## src/rtl/oam_dma_ctrl.sv

```systemverilog
// oam_dma_ctrl -- sprite OAM DMA sequencer (2A03-style $4014 DMA).
//
// Snoops CPU writes to REG_ADDR. A write latches the source page and the
// starting OAM index, halts the CPU, then copies XFER_LEN bytes from
// {page, 00}..{page, XFER_LEN-1} into OAM as alternating get/put CPU
// cycles. Every state change happens on a ce edge, so the halt lasts
// 1 + align + 2*XFER_LEN CPU cycles.
//
// Ports:
//   clk, rst       system clock, synchronous active-high reset
//   ce             one-clk pulse per CPU cycle
//   cpu_wr/addr/wdata  snooped CPU write bus
//   oam_addr_init  current OAMADDR, first OAM index of the transfer
//   cpu_halt       CPU must stall and release the bus
//   dma_bus_en     bus mux selects the DMA address / read strobe
//   dma_addr/dma_rd/dma_rdata  DMA read port (data valid at READ's closing ce)
//   oam_we/oam_addr/oam_wdata  OAM write port (qualify oam_we with ce)
//   busy           transfer in progress
//   done           one-clk pulse after the last OAM write
module oam_dma_ctrl #(
    parameter int            AW       = 16,
    parameter logic [AW-1:0] REG_ADDR = AW'(16'h4014),
    parameter int            XFER_LEN = 256
) (
    input  logic          clk,
    input  logic          rst,
    input  logic          ce,
    input  logic          cpu_wr,
    input  logic [AW-1:0] cpu_addr,
    input  logic [7:0]    cpu_wdata,
    input  logic [7:0]    oam_addr_init,
    output logic          cpu_halt,
    output logic          dma_bus_en,
    output logic [AW-1:0] dma_addr,
    output logic          dma_rd,
    input  logic [7:0]    dma_rdata,
    output logic          oam_we,
    output logic [7:0]    oam_addr,
    output logic [7:0]    oam_wdata,
    output logic          busy,
    output logic          done
);

    localparam logic [7:0] LAST_IDX = 8'(XFER_LEN - 1);

    typedef enum logic [2:0] {
        S_IDLE,
        S_HALT,
        S_ALIGN,
        S_READ,
        S_WRITE
    } state_t;

    state_t     state;
    logic       parity;   // parity of the CPU cycle in progress: 0 get, 1 put
    logic [7:0] page;
    logic [7:0] idx;
    logic [7:0] oaddr;
    logic [7:0] idx_nx;

    assign idx_nx = idx + 8'd1;

    always_ff @(posedge clk) begin
        if (rst) begin
            state      <= S_IDLE;
            parity     <= 1'b0;
            page       <= '0;
            idx        <= '0;
            oaddr      <= '0;
            cpu_halt   <= 1'b0;
            dma_bus_en <= 1'b0;
            dma_addr   <= '0;
            dma_rd     <= 1'b0;
            oam_we     <= 1'b0;
            oam_addr   <= '0;
            oam_wdata  <= '0;
            busy       <= 1'b0;
            done       <= 1'b0;
        end else begin
            // done is the only output that does not wait for ce
            done <= 1'b0;
            if (ce) begin
                parity <= ~parity;
                case (state)
                    S_IDLE: begin
                        // trigger writes are only honoured here, so a
                        // second write while busy cannot restart the copy
                        if (cpu_wr && cpu_addr == REG_ADDR) begin
                            page     <= cpu_wdata;
                            idx      <= '0;
                            oaddr    <= oam_addr_init;
                            cpu_halt <= 1'b1;
                            busy     <= 1'b1;
                            state    <= S_HALT;
                        end
                    end
                    S_HALT: begin
                        // HALT on a put cycle means the next cycle is a get
                        if (parity) begin
                            state      <= S_READ;
                            dma_bus_en <= 1'b1;
                            dma_rd     <= 1'b1;
                            dma_addr   <= AW'({page, idx});
                        end else begin
                            state <= S_ALIGN;
                        end
                    end
                    S_ALIGN: begin
                        state      <= S_READ;
                        dma_bus_en <= 1'b1;
                        dma_rd     <= 1'b1;
                        dma_addr   <= AW'({page, idx});
                    end
                    S_READ: begin
                        oam_wdata <= dma_rdata;
                        dma_rd    <= 1'b0;
                        oam_we    <= 1'b1;
                        oam_addr  <= oaddr;
                        state     <= S_WRITE;
                    end
                    S_WRITE: begin
                        idx    <= idx_nx;
                        oaddr  <= oaddr + 8'd1;
                        oam_we <= 1'b0;
                        if (idx == LAST_IDX) begin
                            state      <= S_IDLE;
                            done       <= 1'b1;
                            cpu_halt   <= 1'b0;
                            busy       <= 1'b0;
                            dma_bus_en <= 1'b0;
                        end else begin
                            state    <= S_READ;
                            dma_rd   <= 1'b1;
                            dma_addr <= AW'({page, idx_nx});
                        end
                    end
                    default: state <= S_IDLE;
                endcase
            end
        end
    end

endmodule

```

## config.mk

```make
export PLATFORM = sky130hd
export DESIGN_NAME = oam_dma_ctrl
export DESIGN_NICKNAME = d
export VERILOG_FILES = /design/src/rtl/oam_dma_ctrl.sv
export SDC_FILE = /design/constraint.sdc
export NUM_CORES = 1
export LEC_CHECK = 0
export BUFFER_PORTS_ARGS = -buffer_cell sky130_fd_sc_hd__buf_2
export CAP_MARGIN = 20
export CORE_MARGIN = 4
export CORE_UTILIZATION = 56
export CTS_CLUSTER_SIZE = 12
export DETAILED_ROUTE_END_ITERATION = 7
export GPL_ROUTABILITY_DRIVEN = 0
export PLACE_DENSITY = 0.87
export SYNTH_ARGS = -nofsm -noshare
export SYNTH_HDL_FRONTEND = slang
export SYNTH_SLANG_ARGS = --single-unit
```

## constraint.sdc

```tcl
create_clock -name clk -period 4.9 [get_ports clk]
set_clock_uncertainty 0.05 [all_clocks]
set_input_delay 0.735 -clock clk [delete_from_list [all_inputs] [get_ports clk]]
set_output_delay 0.735 -clock clk [all_outputs]
set_load 0.02 [all_outputs]
```

* After elaboration in Yosys (flattened, before gate mapping) *
Cells that the tools add are included.

storage, ports and cells
  word-level logic and storage cells = 64
  input bits = 44
  output and inout bits = 38
  register bits after elaboration = 65

cells by class
  bitwise operators = 3
  equality and inequality tests = 10
  reduce and logical (&&, ||, !) cells = 16
  add/subtract/negate cells = 2
  mux-type cells = 20

operators with widths
  cell                                                                      count
  16-bit one-hot mux with 3 select lines                                    1
  16-bit 2-to-1 mux                                                         2
  8-bit one-hot mux with 2 select lines                                     2
  8-bit by 1-bit adder with 8-bit output (second input constant)            2
  16-bit by 15-bit equality test with 1-bit output (second input constant)  1
  8-bit 2-to-1 mux                                                          2
  4-bit AND reduction                                                       4
  3-bit one-hot mux with 5 select lines                                     1
  8-bit equality test (second input constant)                               1
  2-bit != test (second input constant)                                     4
  3-bit by 2-bit equality test with 1-bit output (second input constant)    2
  1-bit 2-to-1 mux                                                          6
  2-bit AND reduction                                                       3
  3-bit AND reduction                                                       2
  1-bit one-hot mux with 2 select lines                                     2
  1-bit one-hot mux with 4 select lines                                     1
  2-bit nonzero test                                                        2
  4-bit nonzero test                                                        1
  3-bit by 1-bit equality test with 1-bit output (second input constant)    1
  3-bit equality test (second input constant)                               1
  3-bit zero test                                                           1
  3-bit 2-to-1 mux                                                          1
  1-bit inverter                                                            3
  1-bit one-hot mux with 3 select lines                                     1
  other kinds (4)                                                           4

* Longest topological paths before layout *
  depth in word-level cells = 4
  mapped depth = 8

* Least setup slack after synthesis *
Ideal clock, no wire load.

  path type = in2reg
  start point = input port ce
  end point = register page[4]
  data arrival time = 2.288 ns
  slack = 2.434 ns
  required time = 4.722 ns
  cell stages on the path = 8
  path through = buf_4 -> or3b_1 -> buf_2 -> or4_4 -> buf_6 -> buf_6 -> mux2i_1 -> nor2_1

between the ends
  cells in the longest elaborated chain, start to end = 1

ends and longest elaborated chain
  what                                  line  text
  start: declaration                    27    input logic ce,
  3-bit AND reduction (no source line)  n/a
  end signal: assignment                89    page <= cpu_wdata;
  end: declaration                      56    logic [7:0] page;

No other way between the ends.
A chain may end at the register's enable or synchronous reset.

* Final worst setup path *
  start point = register state[2]
  end point = register dma_addr[10]

between the ends
  cells in the longest elaborated chain, start to end = 3

ends and longest elaborated chain
  what                                                                  line  text
  start: declaration                                                    54    state_t state;
  start signal: assignment                                              65    state <= S_IDLE;
  start signal: assignment                                              94    state <= S_HALT;
  start signal: assignment                                              100   state <= S_READ;
  3-bit equality test (tied with other cells)                           84    case (state)
  2-bit != test (no source line) or 3-bit nonzero test (tied branches)  n/a
  4-bit AND reduction (no source line)                                  n/a
  end signal: assignment                                                103   dma_addr <= AW'({page, idx});
  end signal: assignment                                                112   dma_addr <= AW'({page, idx});
  end signal: assignment                                                134   dma_addr <= AW'({page, idx_nx});
  end: declaration                                                      34    output logic [AW-1:0] dma_addr,

Parallel ways exist; a longest one is shown, timed or not.

==> flow_metrics.py <==
metrics = {
    "power_and_ir_drop": {
        "comb_power_share_pct": 4.2,
        "power_frac_seq_pct": 50.2,
        "static_leak_nw": 1.43,
        "clkPwrFrac_pct": 45.6,
        "power_per_cell_area_nw_per_um2": 305,
        "total_switching_power_mw": 0.212,
        "irDropWorstVdd_mv": 0.233,
        "power.switching_fraction_pct": 20.0,
        "intPower_mw": 0.849,
    },
    "critical_path": {
        "setup.worst_path.start": "state[2]$_SDFFE_PP0P_",
        "r2r_cells": 5,
        "crit-reg2reg-capture": "dma_addr[10]$_SDFFE_PP0P_",
        "r2r_start": "state[2]$_SDFFE_PP0P_",
        "arr_time_crit_path_ps": 2760,
        "cp_max_fo": 23,
        "worstSetupPathType": "flop to flop",
        "worst_setup_path_end_kind": "flop",
        "ff2ff_setup_slack_ps": 2280,
        "worst-endpoint-required_ps": 5040,
        "worstSetupStartpointType": "flop",
    },
    "cts": {
        "cts.repair.resized": 0,
        "tritoncts_clock_tree": "yes",
        "clock_sinks": 65,
        "cts_setup_buffers": 0,
        "worstSkewPairLatency_ps": 330,
        "max-clock-path-buffers": 2,
        "clock-root-buffer": "sky130_fd_sc_hd__clkbuf_8",
        "cts_hold_repair.buffers": 0,
        "clock_tree.htree_level_count": 3,
        "clk_transition_reported_paths_ps": 60,
        "cts_inserted_buffers": 9,
    },
    "min_path": {
        "hold_class": "flop to flop",
        "worst_hold_path_startpoint": "oam_addr[3]$_SDFFE_PP0P_",
        "hold_depth": 2,
        "holdPathEnd": "oam_addr[3]$_SDFFE_PP0P_",
    },
    "placed_design": {
        "dp_hpwl_mm": 4.49,
        "place_inst": 466,
        "portBuffers": 81,
    },
    "yosys": {
        "yosys.cell_types.count": 50,
        "synthesized_net_count": 388,
        "synth_top_flop_cell": "sky130_fd_sc_hd__dfxtp_1",
        "yosysWarningCount": 0,
        "async_reset_ff_share_pct": 0,
        "synth_area_um2": 2930,
        "count_of_flip_flops_with_a_built_in_enable_after_synthesis": 0,
        "postSynthAreaPerCell_um2": 8.58,
        "synth_sequential_area_ratio_pct": 44.5,
        "postSynthCellCount": 341,
        "ys_ff_latch": 65,
    },
    "floorplanning": {
        "fp.dieW_um": 80.3,
        "initial_core_util_pct": 57.7,
        "num_rows": 26,
        "pin_count": 82,
        "core_um2": 5070,
        "area_of_the_die_um2": 6450,
        "floorplan.die.height_um": 80.3,
    },
    "detailed_routing": {
        "dr.first_iter.drc_count": 138,
        "route.vias.total": 2563,
        "totalWireLength_mm": 6.33,
        "detail_route.drc_violations": 0,
        "firstDrtPassIters": 4,
        "drtAntennaViolNets": 0,
        "wire_per_inst_um": 13.2,
        "avgViaCountPerCell": 5.33,
    },
    "sta": {
        "timing_max_transition_violations_final": 0,
        "setup_tns_ps": 0,
        "fin_crit_sh_pct": 53.5,
        "max_freq_mhz": 381,
        "worst_slew_margin_rel_pct": 36.9,
        "min_period_ps": 2620,
        "grt_setup_unrepaired": "false",
        "setup_viol_count_final": 0,
        "worst_pin_slew_ps": 947,
        "final_hold_violations": 0,
    },
    "run_status": {
        "outcome": "finished, final reports clean",
    },
    "finish": {
        "final-instance-count-excl-fill": 481,
        "syn_to_final_growth_pct": 18.9,
        "fillerInstances": 437,
        "finalNetCount": 454,
        "drive_gt1_share_pct": 25.1,
        "mostFrequentLayoutCell": "sky130_fd_sc_hd__buf_2",
        "layout_common_cells": "sky130_fd_sc_hd__buf_2 (81), sky130_fd_sc_hd__dfxtp_1 (65), sky130_fd_sc_hd__nand2_1 (50)",
        "num_antenna_cells": 0,
    },
    "global_routing": {
        "gr_ovfl_total": 0,
        "global_route_wire_length_before_repair_mm": 10.5,
        "gr-usage-all-layers_pct": 20.9,
        "maximum_number_of_pins_on_one_net_before_global_route_repair": 68,
        "antenna_found_initial": 0,
        "vias_in_the_first_global_route": 2294,
    },
    "flow_run": {
        "cap_violations": 0,
    },
}
## per-layer routing
metal,vias up,routed length (µm),global-route usage [%]
met1,1162,2810,25.3
li1,1330,-,-
met3,8,383,5.27
met2,63,3040,34.1
met4,0,88,10.3
met5,-,0,0
## worst max-delay path, stage by stage (launching register included)
cell and delay, ps:
sky130_fd_sc_hd__dfxtp_1 610, sky130_fd_sc_hd__or3b_4 540, sky130_fd_sc_hd__or3_1 450, sky130_fd_sc_hd__and2_1 490, sky130_fd_sc_hd__mux2i_1 280, sky130_fd_sc_hd__nor2_1 60
## final cells by class
cell class                      instances  area (µm²)  share of cell area, %
Clock buffer                           12         145                   4.17
Clock inverter                          3        65.1                   1.87
Inverter                                3        11.3                  0.324
Multi-Input combinational cell        246        1460                   41.9
Sequential cell                        65        1300                   37.4
Tap cell                               70        87.6                   2.52
Timing Repair Buffer                   82         413                   11.9
## state kept, by name (all words and copies together) (netlist names)
signal      flops
oam_addr        8
oam_we          1
idx             8
oaddr           8
dma_rd          1
dma_addr       16
page            8
oam_wdata       8
dma_bus_en      1
done            1
state           3
parity          1
busy            1
## power by group through the flow
| stage | Clock [mW] | Combinational (mW) | Sequential (mW) |
|---|---|---|---|
| global placement | 0 | 0.0441 | 0.545 |
| detailed placement | 0 | 0.0448 | 0.545 |
| finish | 0.484 | 0.0447 | 0.533 |
| floorplan | 0 | 0.0243 | 0.546 |
| CTS | 0.496 | 0.0450 | 0.533 |
| global route | 0.520 | 0.0499 | 0.533 |
## synth_stat cells, types with 3 or more instances
| cell type | instances | share of area, % |
|---|---|---|
| sky130_fd_sc_hd__a21oi_1 | 29 | 5.0 |
| sky130_fd_sc_hd__xor2_1 | 3 | 0.90 |
| sky130_fd_sc_hd__clkbuf_1 | 17 | 2.2 |
| sky130_fd_sc_hd__a31oi_1 | 4 | 0.85 |
| sky130_fd_sc_hd__nand2_1 | 50 | 6.4 |
| sky130_fd_sc_hd__nor2_1 | 46 | 5.9 |
| sky130_fd_sc_hd__buf_6 | 6 | 2.3 |
| sky130_fd_sc_hd__inv_1 | 3 | 0.38 |
| sky130_fd_sc_hd__nor2b_1 | 3 | 0.64 |
| sky130_fd_sc_hd__nand2b_1 | 4 | 0.85 |
| sky130_fd_sc_hd__mux2i_1 | 18 | 6.2 |
| sky130_fd_sc_hd__nand4_1 | 6 | 1.3 |
| sky130_fd_sc_hd__xnor2_1 | 5 | 1.5 |
| sky130_fd_sc_hd__a211oi_1 | 7 | 1.8 |
| sky130_fd_sc_hd__a221oi_2 | 3 | 1.5 |
| sky130_fd_sc_hd__dfxtp_1 | 65 | 44 |
| sky130_fd_sc_hd__nor3b_1 | 4 | 1.0 |
| sky130_fd_sc_hd__nor4_1 | 3 | 0.64 |
| sky130_fd_sc_hd__ha_1 | 3 | 1.3 |
| sky130_fd_sc_hd__o21ai_0 | 7 | 1.2 |
| sky130_fd_sc_hd__nand3_1 | 7 | 1.2 |
| sky130_fd_sc_hd__nor3_1 | 8 | 1.4 |
| sky130_fd_sc_hd__and3_1 | 3 | 0.64 |
## metrics by stage
step	area [µm²]	hold slack (ps)	worst slack, ps	power [mW]	utilization (%)
2_1_floorplan	2930	408	2430	0.570	-
3_3_place_gp	3270	389	2310	0.589	64.4
3_5_place_dp	3270	394	2260	0.590	64.4
4_1_cts	3480	403	2270	1.07	68.6
5_1_grt	3480	417	2110	1.10	68.6
6_report	3480	401	2280	1.06	68.6
## logic make-up after synthesis
kind of cell | after synthesis | share of synthesized area (%)
buffers and inverters | 30 | 5.73
DFF | 65 | 44.5
AOI/OAI and AO/OA | 68 | 15.7
muxes | 18 | 6.16
and+or+nand+nor | 149 | 24.3
xor gates and xnor gates | 8 | 2.39
adders and majority gates | 3 | 1.28
## worst max-delay path by stage
stage | end | cells after the start | slack, ps
finish | dma_addr[10]$_SDFFE_PP0P_ | 5 | 2280
global route | dma_addr[8]$_SDFFE_PP0P_ | 5 | 2110
CTS | dma_addr[10]$_SDFFE_PP0P_ | 5 | 2270
detailed placement | page[0]$_SDFFE_PP0P_ | 5 | 2260
global placement | page[5]$_SDFFE_PP0P_ | 5 | 2310
floorplan | page[4]$_SDFFE_PP0P_ | 8 | 2430
(Power assumes the default switching activity.)
